[config.mk]
export PLATFORM = sky130hd
export DESIGN_NAME = adv_video_timing
export DESIGN_NICKNAME = d
export VERILOG_FILES = /design/src/rtl/adv_video_timing.sv
export SDC_FILE = /design/constraint.sdc
export NUM_CORES = 1
export LEC_CHECK = 0
export CAP_MARGIN = 20
export CORE_MARGIN = 2
export CORE_UTILIZATION = 46
export DETAILED_ROUTE_END_ITERATION = 8
export PLACE_DENSITY = 0.82
export SETUP_SLACK_MARGIN = 0.3
export SLEW_MARGIN = 20
export SYNTH_ARGS = -nofsm -noshare
export SYNTH_HDL_FRONTEND = slang
export SYNTH_SLANG_ARGS = --single-unit
[constraint.sdc]
create_clock -name clk_pixel -period 2.4 [get_ports clk_pixel]
set_input_delay 0.48 -clock clk_pixel [delete_from_list [all_inputs] [get_ports clk_pixel]]
set_output_delay 0.48 -clock clk_pixel [all_outputs]
set_load 0.05 [all_outputs]
[src/rtl/adv_video_timing.sv]
// Pixel-clock video timing generator with pass-through or built-in test-pattern pixel source.
// Three pipeline stages: request (pix_req/x/y), fetch (pix_in arrives), registered output.

module adv_video_timing #(
  parameter int H_ACTIVE = 640,
  parameter int H_FP     = 16,
  parameter int H_SYNC   = 96,
  parameter int H_BP     = 48,
  parameter int V_ACTIVE = 480,
  parameter int V_FP     = 10,
  parameter int V_SYNC   = 2,
  parameter int V_BP     = 33,
  parameter bit HS_POL   = 1'b0,
  parameter bit VS_POL   = 1'b0,
  parameter int XW       = 12,
  parameter int YW       = 11
) (
  input  logic          clk_pixel,
  input  logic          reset,
  input  logic          enable,
  input  logic [1:0]    pattern_sel,
  input  logic [23:0]   solid_rgb,
  output logic          pix_req,
  output logic [XW-1:0] pix_x,
  output logic [YW-1:0] pix_y,
  input  logic [23:0]   pix_in,
  output logic          de_out,
  output logic          hsync_out,
  output logic          vsync_out,
  output logic [23:0]   data_out,
  output logic          frame_start
);

  localparam int H_TOTAL = H_ACTIVE + H_FP + H_SYNC + H_BP;
  localparam int V_TOTAL = V_ACTIVE + V_FP + V_SYNC + V_BP;
  localparam int BAR_W   = H_ACTIVE / 8;

  localparam logic [XW-1:0] H_MAX   = XW'(H_TOTAL - 1);
  localparam logic [XW-1:0] H_ACT   = XW'(H_ACTIVE);
  localparam logic [XW-1:0] HS_BEG  = XW'(H_ACTIVE + H_FP);
  localparam logic [XW-1:0] HS_END  = XW'(H_ACTIVE + H_FP + H_SYNC);
  localparam logic [XW-1:0] BAR_MAX = XW'(BAR_W - 1);
  localparam logic [YW-1:0] V_MAX   = YW'(V_TOTAL - 1);
  localparam logic [YW-1:0] V_ACT   = YW'(V_ACTIVE);
  localparam logic [YW-1:0] VS_BEG  = YW'(V_ACTIVE + V_FP);
  localparam logic [YW-1:0] VS_END  = YW'(V_ACTIVE + V_FP + V_SYNC);

  typedef enum logic [1:0] {
    PAT_PASS  = 2'd0,
    PAT_BARS  = 2'd1,
    PAT_GRID  = 2'd2,
    PAT_SOLID = 2'd3
  } pattern_e;

  // Raster counters and the bar tracker that replaces an x/BAR_W divider
  logic [XW-1:0] h_q, h_d;
  logic [YW-1:0] v_q, v_d;
  logic [XW-1:0] bar_px_q, bar_px_d;
  logic [2:0]    bar_idx_q, bar_idx_d;
  pattern_e      pat_q, pat_d;
  logic [23:0]   solid_q, solid_d;
  logic          active;

  logic          pix_req_q, pix_req_d;
  logic [XW-1:0] pix_x_q, pix_x_d;
  logic [YW-1:0] pix_y_q, pix_y_d;
  logic          s1_hs_q, s1_hs_d;
  logic          s1_vs_q, s1_vs_d;
  logic          s1_fs_q, s1_fs_d;
  logic [2:0]    s1_bar_q, s1_bar_d;

  logic          s2_act_q, s2_act_d;
  logic          s2_hs_q, s2_hs_d;
  logic          s2_vs_q, s2_vs_d;
  logic          s2_fs_q, s2_fs_d;
  logic          s2_pass_q, s2_pass_d;
  logic [23:0]   s2_rgb_q, s2_rgb_d;

  logic          de_q, de_d;
  logic          hsync_q, hsync_d;
  logic          vsync_q, vsync_d;
  logic [23:0]   data_q, data_d;
  logic          frame_start_q, frame_start_d;

  function automatic logic [23:0] bar_rgb(input logic [2:0] idx);
    case (idx)
      3'd0:    bar_rgb = 24'hFFFFFF;
      3'd1:    bar_rgb = 24'hFFFF00;
      3'd2:    bar_rgb = 24'h00FFFF;
      3'd3:    bar_rgb = 24'h00FF00;
      3'd4:    bar_rgb = 24'hFF00FF;
      3'd5:    bar_rgb = 24'hFF0000;
      3'd6:    bar_rgb = 24'h0000FF;
      default: bar_rgb = 24'h000000;
    endcase
  endfunction

  always_comb begin
    h_d       = h_q;
    v_d       = v_q;
    bar_px_d  = bar_px_q;
    bar_idx_d = bar_idx_q;
    pat_d     = pat_q;
    solid_d   = solid_q;
    active    = (h_q < H_ACT) && (v_q < V_ACT);

    if (!enable) begin
      h_d       = '0;
      v_d       = '0;
      bar_px_d  = '0;
      bar_idx_d = '0;
    end else if (h_q == H_MAX) begin
      h_d       = '0;
      bar_px_d  = '0;
      bar_idx_d = '0;
      v_d       = (v_q == V_MAX) ? '0 : v_q + 1'b1;
    end else begin
      h_d = h_q + 1'b1;
      if (bar_px_q == BAR_MAX) begin
        bar_px_d  = '0;
        bar_idx_d = bar_idx_q + 3'd1;
      end else begin
        bar_px_d = bar_px_q + 1'b1;
      end
    end

    // Pattern selection only changes on the edge that launches pixel (0,0)
    if (enable && (h_q == '0) && (v_q == '0)) begin
      pat_d   = pattern_e'(pattern_sel);
      solid_d = solid_rgb;
    end

    pix_req_d = enable && active;
    pix_x_d   = h_q;
    pix_y_d   = v_q;
    s1_hs_d   = enable && (h_q >= HS_BEG) && (h_q < HS_END);
    s1_vs_d   = enable && (v_q >= VS_BEG) && (v_q < VS_END);
    s1_fs_d   = enable && active && (h_q == '0) && (v_q == '0);
    s1_bar_d  = bar_idx_q;

    s2_act_d  = pix_req_q;
    s2_hs_d   = s1_hs_q;
    s2_vs_d   = s1_vs_q;
    s2_fs_d   = s1_fs_q;
    s2_pass_d = (pat_q == PAT_PASS);
    s2_rgb_d  = '0;
    case (pat_q)
      PAT_BARS:  s2_rgb_d = bar_rgb(s1_bar_q);
      PAT_GRID:  s2_rgb_d = ((pix_x_q[4:0] == 5'd0) || (pix_y_q[4:0] == 5'd0)) ? 24'hFFFFFF : 24'h000000;
      PAT_SOLID: s2_rgb_d = solid_q;
      default:   s2_rgb_d = '0;
    endcase

    de_d          = s2_act_q;
    hsync_d       = s2_hs_q ? HS_POL : ~HS_POL;
    vsync_d       = s2_vs_q ? VS_POL : ~VS_POL;
    data_d        = !s2_act_q ? '0 : (s2_pass_q ? pix_in : s2_rgb_q);
    frame_start_d = s2_fs_q;
  end

  always_ff @(posedge clk_pixel) begin
    if (reset) begin
      h_q           <= '0;
      v_q           <= '0;
      bar_px_q      <= '0;
      bar_idx_q     <= '0;
      pat_q         <= PAT_PASS;
      solid_q       <= '0;
      pix_req_q     <= 1'b0;
      pix_x_q       <= '0;
      pix_y_q       <= '0;
      s1_hs_q       <= 1'b0;
      s1_vs_q       <= 1'b0;
      s1_fs_q       <= 1'b0;
      s1_bar_q      <= '0;
      s2_act_q      <= 1'b0;
      s2_hs_q       <= 1'b0;
      s2_vs_q       <= 1'b0;
      s2_fs_q       <= 1'b0;
      s2_pass_q     <= 1'b1;
      s2_rgb_q      <= '0;
      de_q          <= 1'b0;
      hsync_q       <= ~HS_POL;
      vsync_q       <= ~VS_POL;
      data_q        <= '0;
      frame_start_q <= 1'b0;
    end else begin
      h_q           <= h_d;
      v_q           <= v_d;
      bar_px_q      <= bar_px_d;
      bar_idx_q     <= bar_idx_d;
      pat_q         <= pat_d;
      solid_q       <= solid_d;
      pix_req_q     <= pix_req_d;
      pix_x_q       <= pix_x_d;
      pix_y_q       <= pix_y_d;
      s1_hs_q       <= s1_hs_d;
      s1_vs_q       <= s1_vs_d;
      s1_fs_q       <= s1_fs_d;
      s1_bar_q      <= s1_bar_d;
      s2_act_q      <= s2_act_d;
      s2_hs_q       <= s2_hs_d;
      s2_vs_q       <= s2_vs_d;
      s2_fs_q       <= s2_fs_d;
      s2_pass_q     <= s2_pass_d;
      s2_rgb_q      <= s2_rgb_d;
      de_q          <= de_d;
      hsync_q       <= hsync_d;
      vsync_q       <= vsync_d;
      data_q        <= data_d;
      frame_start_q <= frame_start_d;
    end
  end

  assign pix_req     = pix_req_q;
  assign pix_x       = pix_x_q;
  assign pix_y       = pix_y_q;
  assign de_out      = de_q;
  assign hsync_out   = hsync_q;
  assign vsync_out   = vsync_q;
  assign data_out    = data_q;
  assign frame_start = frame_start_q;

endmodule
Yosys cells after proc, flatten, opt, wreduce, memory -nomap -nowiden

Index checks and enable logic that the tools add are counted.

Bits of input ports: 53
Register bits after elaboration: 151
Output and inout port bits: 52
Word-level logic and storage cells: 76

Bitwise operators: 2
Muxes and demuxes: 7
Order comparisons: 6
Equal/unequal tests: 12
$add $sub $neg: 4
Reductions and logical operators: 21

Operator list:

| kind                                                   | count |
|---|---|
| one-hot mux 24 bit (7 select lines)                    | 1 |
| one-hot mux 24 bit (3 select lines)                    | 1 |
| 2-to-1 mux 24 bit                                      | 2 |
| adder 12 x 1 -> 12 bit (second input constant)         | 2 |
| < comparator 12 x 10 -> 1 bit (second input constant)  | 2 |
| < comparator 11 x 9 -> 1 bit (second input constant)   | 2 |
| == test 12 x 10 -> 1 bit (second input constant)       | 1 |
| == test 12 x 7 -> 1 bit (second input constant)        | 1 |
| >= comparator 12 x 10 -> 1 bit (second input constant) | 1 |
| logical NOT 12 bit                                     | 1 |
| adder 11 x 1 -> 11 bit (second input constant)         | 1 |
| == test 11 x 10 -> 1 bit (second input constant)       | 1 |
| >= comparator 11 x 9 -> 1 bit (second input constant)  | 1 |
| logical NOT 11 bit                                     | 1 |
| 2-to-1 mux 11 bit                                      | 1 |
| logical AND 1 bit                                      | 10 |
| logical NOT 5 bit                                      | 2 |
| == test 3 bit (second input constant)                  | 3 |
| == test 3 x 2 -> 1 bit (second input constant)         | 2 |
| == test 2 bit (second input constant)                  | 2 |
| OR reduction 2 bit                                     | 2 |
| OR reduction 4 bit                                     | 1 |
| adder 3 x 1 -> 3 bit (second input constant)           | 1 |
| == test 3 x 1 -> 1 bit (second input constant)         | 1 |
| 7 further kinds                                        | 9 |

Depth between registers and ports, before layout

Depth in word-level cells: 5
Gate-level depth with buffers: 8
Gate-level depth less buffers: 6

Worst setup path after synthesis

Ideal clock, no wire load.

Path kind: register -> register
From: reg h_q[10]
To: reg v_q[8] (netlist: pix_y_d[8])
Data required time: 2.330 ns
Library setup time: 0.070 ns
Stages on the path, launching flop included: 6
Path buffers: 1
Clock period less this slack: 2.207 ns
Slack: 0.193 ns
Arrival time: 2.137 ns
Cell sequence: dfxtp_1 > or4_4 > or4_1 > buf_2 > or4_1 > a21oi_1

Longest elaborated chain between the ends: 1

RTL lines:

| what                     | line | text |
|---|---|---|
| start: declaration       | 56   | `logic [XW-1:0] h_q, h_d;` |
| start signal: assignment | 163  | `h_q <= '0;` |
| start signal: assignment | 188  | `h_q <= h_d;` |
| == test 12 x 10 -> 1 bit | 112  | `end else if (h_q == H_MAX) begin` |
| end signal: assignment   | 189  | `v_q <= v_d;` |
| end: declaration         | 57   | `logic [YW-1:0] v_q, v_d;` |

Every way passes these cells.
A chain may end at the register's enable or synchronous reset.

Worst setup path after layout

From: reg h_q[11]
To: reg v_q[5] (netlist: pix_y_d[5])

Same word-level chain as after synthesis.

==> flow_summary.ini <==
[final_layout]
syn2layout_area_growth_pct = 38.3
antenna-diode-count = 0
num-nets-final = 766
finish.utilization_pct = 65.9
layout_cells_sized_above_1_pct = 11.8
finalNonFillerCells = 863

[synthesis]
synthDominantCellAreaShare_pct = 55.1
synth_cell_type_count = 37
seq_area_frac_synth_pct = 55.1
async_reset_ff_share_pct = 0
number_of_warnings_reported_in_the_yosys_synthesis_log = 0
synthDominantAreaCellType = sky130_fd_sc_hd__dfxtp_1
post_synth.cell_area_avg_um2 = 9.25
synth_top_cells_by_count = sky130_fd_sc_hd__dfxtp_1, sky130_fd_sc_hd__a21oi_1, sky130_fd_sc_hd__nor2_1
synth.cell_area_um2 = 5480
post-synth-top-count-cell = sky130_fd_sc_hd__dfxtp_1
synthFlopType = sky130_fd_sc_hd__dfxtp_1
synth_edf_count = 0
synth_area_leaders = sky130_fd_sc_hd__dfxtp_1, sky130_fd_sc_hd__a21oi_1, sky130_fd_sc_hd__mux2i_1, sky130_fd_sc_hd__nor2_1, sky130_fd_sc_hd__nor2b_1
postSynthCellCount = 593
synth_nets = 652
synth-seq-cells = 151

[routing]
postRouteAntennaNets = 0
route.vias.total = 4751
routed_wl_um = 13800
drtIter0Drc = 296
number_of_optimization_iterations_in_the_first_detailed_route_pass = 7
detail_route.wl_per_cell_um = 16.0
vias_per_cell = 5.51
drc = 16

[worst_setup_path]
critical_path.startpoint_type = register
timing.critical_path.buf_inv = 1
crit_fanout = 6
critical_path.max_stage_delay_ns = 0.54
worst-endpoint-required_ns = 2.76
critical-path-top-cell-by-count = sky130_fd_sc_hd__or4_4
critical_path.top_delay_family = simple AND/OR/NAND/NOR gates
worst-r2r-cell-count = 5
worst_r2r_startpoint = h_q[11]
regToRegSetupSlack_ns = 0.15
worst-setup-path-type = register to register
r2r_end = pix_y_d[5]
cp_arrival_ns = 2.60
worst_setup_path_end_kind = register
crit_path_cell_trace = or4_4 > or4_4 > buf_12 > or4b_1 > a21oi_2
cpMaxStageDelayCell = sky130_fd_sc_hd__or4_4

[clocking]
cts_hold_repair.buffers = 0
clkTransAtPathRegs_ns = 0.06
clock_tree.htree_level_count = 4
cts_root_buf = sky130_fd_sc_hd__clkbuf_16
cts_tree = yes
cts.path.max_buffers = 2
cts_inserted_buffers = 17
numClockSinks = 151
clock_insertion_delay_worst_skew_ns = 0.42

[floorplan]
die-width_um = 113
io_pins = 105
cell_row_count = 39
fp.dieArea_um2 = 12800
floorplan.core_area_um2 = 11500
start_util_pct = 47.6
fp.dieH_um = 113

[hold_path]
worstHoldPathCells = 1
holdCritStartpoint = s2_vs_q
hold-path-endpoint = vsync_out
type_of_the_worst_min_delay_path = register to register

[timing]
maxClockFrequency_mhz = 445
finalHoldViolations = 0
final-setup-viol-count = 0
fin_tns_setup_ns = 0
finalHoldWorstSlack_ns = 0.384
final-max-slew-violation-count = 0
maxSlewHeadroom_pct = 44.7
skew_ns = 0.0114
fin_crit_sh_pct = 93.6
setup_ws_ns = 0.154
final.min_clock_period_ns = 2.25
actual_transition_at_the_worst_max_transition_pin_ns = 0.829
grt_setup_unrepaired = yes

[global_route]
pin_count_of_the_biggest_net_entering_global_routing = 28
antenna_violations_before_repair = 0
grt_remaining_overflow = 0
grt_first_pass_wirelength_um = 21600
grt.total_usage_pct = 21.1
grt_pass1_vias = 4495

[placement]
numPlacedInstances = 822
globalplace.congestion = 0.871
port-buffer-count = 104
post-place-ws_ns = -0.0665
post-dp-hpwl_um = 8890

[power]
highest_ir_drop_seen_on_vdd_mv = 0.464
power.leakage_uw = 0.00294
pwr_density_cell_nw_per_um2 = 736

[status]
run_status = finished, violations left
violations = DRC

[flow_run]
number_of_max_capacitance_violations_reported = 0
## how the worst max path moves through the flow
stage	start	slack, ns	end	depth (start not counted)
final	h_q[11]	0.15	pix_y_d[5]	5
after global routing	h_q[11]	0.12	pix_y_d[8]	5
after CTS	h_q[11]	0.18	pix_y_d[5]	5
after detailed placement	enable	-0.07	solid_q[2]	6
after global placement	enable	-0.02	pat_q[0]	6
after floorplan	h_q[11]	0.33	pix_y_d[8]	5
## timing repair
item	4_1_cts	5_1_grt
setup buffers	2	3
setup endpoints to repair	13	61
pin swaps	4	5
hold endpoints to repair	0	0
gates resized for setup	10	48
gates cloned	2	2
## registers in the layout, indices dropped and copies added, names as in the netlist, 3 cells and up
name,flops
data_out,24
s2_rgb_q,24
solid_q,24
bar_px_q,12
h_q,12
pix_x,12
pix_y,11
pix_y_d,11
bar_idx_q,3
s1_bar_q,3
## per-layer routing
metal	global-route usage, %	vias to the layer above	wire length, µm	part of all wire, %
li1	-	2277	-	-
met1	24.5	2237	5310	38
met2	37.9	209	7180	52
met3	4.77	28	1010	7.3
met4	8.13	0	308	2.2
met5	0	-	0	0
## layout by cell type, fill, tap and decap left out, types with 9 or more instances in the layout
cell type                           n
sky130_fd_sc_hd__nand3_1           35
sky130_fd_sc_hd__dfxtp_1          148
sky130_fd_sc_hd__xnor2_1           13
sky130_fd_sc_hd__nor2b_1           29
sky130_fd_sc_hd__nand2_1           39
sky130_fd_sc_hd__o21ai_0           13
sky130_fd_sc_hd__clkbuf_16         17
sky130_fd_sc_hd__buf_4             21
sky130_fd_sc_hd__xor2_1             9
sky130_fd_sc_hd__a21oi_1           61
sky130_fd_sc_hd__o21ai_1           17
sky130_fd_sc_hd__nor2_1            64
sky130_fd_sc_hd__mux2i_1           25
sky130_fd_sc_hd__nand4_1           14
sky130_fd_sc_hd__clkdlybuf4s50_1  100
## cell type report
class | instances | area (µm²)
fillers | 855 | 3930
flip-flops and latches | 151 | 3030
multi-input cells | 395 | 2390
repair buffers | 133 | 1360
clock buffers | 19 | 453
well taps | 143 | 179
clock inverters | 13 | 148
inverters | 9 | 33.8
## power breakdown
group | internal, µW | switching [µW]
clock | 1590 | 1040
combinational | 173 | 187
sequential | 2560 | 26.3
total | 4330 | 1250
## stage by stage
step                      power (µW)  cell area (µm²)
after global routing            5740             7580
after CTS                       5590             7440
final                           5580             7580
after global placement          2970             6730
after floorplan                 2820             5490
after detailed placement        2980             6730
## cells by family (layout without fill, tap and decap cells)
logic type,after synthesis,in the layout,share of synthesized area (%)
AO/OA/AOI/OAI,103,103,9.74
XOR/XNOR,22,22,3.51
adder cells (fa/ha/maj),6,6,1.37
buffers and inverters,47,174,3.35
flip-flops,151,151,55.1
multiplexers,25,25,4.56
AND/OR/NAND/NOR,239,239,22.3
Note: power is estimated with default switching activity, not from simulation.
==> RTL edit, RTL diff (same flow settings) <==
The parameter `V_ACTIVE` goes from 480 to 256.
--- a/src/rtl/adv_video_timing.sv
+++ b/src/rtl/adv_video_timing.sv
@@ -6,7 +6,7 @@
   parameter int H_FP     = 16,
   parameter int H_SYNC   = 96,
   parameter int H_BP     = 48,
-  parameter int V_ACTIVE = 480,
+  parameter int V_ACTIVE = 256,
   parameter int V_FP     = 10,
   parameter int V_SYNC   = 2,
   parameter int V_BP     = 33,
Formal check against the unedited RTL: no difference found for any inputs over 10 cycles, from zero or initial values and one cycle with reset high; that may be too few to reach the edited logic, so the function may still have changed.
==> RTL edit against the original RTL <==
Total power increased by 2.3%. Die area increased by 1.5%. Sequential power about the same. Critical path type is now flop to output port. Non-clock buffer count decreased by 19. Wire length decreased by 6.1%. Clock skew decreased by 0.0049 ns. Largest cell class unchanged. Design area decreased by 3.6%. Area after synthesis increased by 1.6%. Sequential cell count unchanged. Synthesized cell count decreased by 1.0%. Register-to-register slack improved by 0.30 ns. Setup slack improved by 0.17 ns.
==> RTL edit: results (changes against the original RTL) <==
| Metric | Value |
|---|---|
| Status | finished, final reports clean (was finished with violations) |
| CP peak stage delay | 0.82 ns (was 0.54 ns) |
| Hold path startpoint | s2_hs_q (was s2_vs_q) |
| FF-to-FF setup slack | 0.45 ns (was 0.15 ns) |
| Post-CTS setup buffers | 0 (was 2) |
| Via count of the first global-routing pass | 4388 (was 4495) |
| Synthesized Nets | 646 (was 652) |
| Wirelength per Cell | 15.4 um (was 16.0 um) |
| Worst VDD drop | 0.469 mV (was 0.464 mV) |
| Top delay family on crit path | buffers and inverters (was simple AND/OR/NAND/NOR gates) |
| Top post-synthesis cells by count | dfxtp_1, nor2_1, a21oi_1 (was dfxtp_1, a21oi_1, nor2_1) |
| RD Place Congestion | 0.884 (was 0.871) |
| Total GRT Usage | 0.203 (was 0.211) |
| Iter 0 DRT Violations | 328 (was 296) |
| Hold EP | hsync_out (was vsync_out) |
| Largest net degree at the start of global routing | 43 (was 28) |
| Slew HR | 0.318 (was 0.447) |
| Clock tree buffer depth | 2 (unchanged) |
| Layout cells sized above 1 | 0.0780 (was 0.118) |
| Hold Path Depth | 1 (unchanged) |
| Synth area leaders | dfxtp_1, a21oi_1, mux2i_1 (unchanged) |
| Nets@finish | 738 (was 766) |
| Worst path arrival time | 1.59 ns (was 2.60 ns) |
| DP Cell Count | 807 (was 822) |
| Final Skew | 0.00647 ns (was 0.0114 ns) |
| Critical Path Fanout Max | 2 (was 6) |
| Dpl hpwl | 8660 um (was 8890 um) |
| Sequential fraction of the synthesis area | 0.543 (was 0.551) |
| LEAKAGE | 2.85 nW (was 2.94 nW) |
| # fillers | 942 (was 855) |
| Post-Place Cell Area | 0.00668 sq mm (was 0.00673 sq mm) |
| DR pass1 iterations | 8 (was 7) |
| Syn_area_per_cell | 9.49 sq um (was 9.25 sq um) |
| Global-route wire length before repair | 20900 um (was 21600 um) |
| Reg-to-Reg End | pix_y_d[5] (unchanged) |
==> RTL edit: cell count changes in the layout (fill, tap and decap cells not counted), sizes merged, moves of 7 or more <==
| cell | unedited run | this run |
|---|---|---|
| buf | 28 | 11 |
| nand3 | 36 | 48 |
| xor2 | 9 | 18 |
| a21oi | 64 | 57 |
| clkdlybuf4s50 | 100 | 93 |
| dlygate4sd2 | 1 | 8 |
==> RTL edit: worst max path at each step <==
stage / startpoint / end / slack, ns
after floorplan: h_q[0] / pix_y_d[1] / 0.69
after global placement: enable / solid_q[22] / 0.41
after detailed placement: enable / solid_q[8] / 0.32
after CTS: pix_x[4] / pix_x[4] / 0.32
after global routing: pix_x[4] / pix_x[4] / 0.30
final: pix_x[4] / pix_x[4] / 0.33
==> RTL edit: cells by family after synthesis <==
kind of cell	share of synthesized area
adders and majority gates	0.0135
xor gates and xnor gates	0.0409
and+or+nand+nor	0.231
muxes	0.0449
buffers and inverters	0.0398
DFF	0.543
AOI/OAI and AO/OA	0.0865
==> RTL edit: where the power goes <==
group          switching (W)  leakage, nW  internal, W  total (W)
logic               0.000197         1.33     0.000168   0.000365
clock network        0.00109        0.289      0.00166    0.00275
registers          0.0000323         1.22      0.00256    0.00260
==> RTL edit: stage by stage <==
step	utilization	hold WS [ns]	worst slack [ns]	total power, W
after floorplan	-	0.356	0.693	0.00286
after global placement	0.561	0.363	0.407	0.00300
after detailed placement	0.561	0.366	0.318	0.00301
after CTS	0.613	0.382	0.315	0.00573
after global routing	0.614	0.400	0.302	0.00589
final	0.614	0.381	0.327	0.00571
==> RTL edit: routing by layer <==
metal,part of all wire,track usage
met1,0.41,0.233
met2,0.51,0.358
met3,0.065,0.0638
met4,0.012,0.0707
met5,0,0
==> RTL edit: area by class of cell <==
class / count / area [sq um] / share of cell area
flip-flops and latches: 151 / 3020 / 0.413
multi-input cells: 388 / 2340 / 0.320
repair buffers: 114 / 1120 / 0.153
clock buffers: 17 / 425 / 0.0582
clock inverters: 15 / 193 / 0.0264
well taps: 147 / 184 / 0.0252
inverters: 7 / 26.3 / 0.00359
==> RTL edit: repair_timing <==
item,4_1_cts,5_1_grt
gates resized for setup,9,5
pin swaps,0,1
setup endpoints to repair,12,37
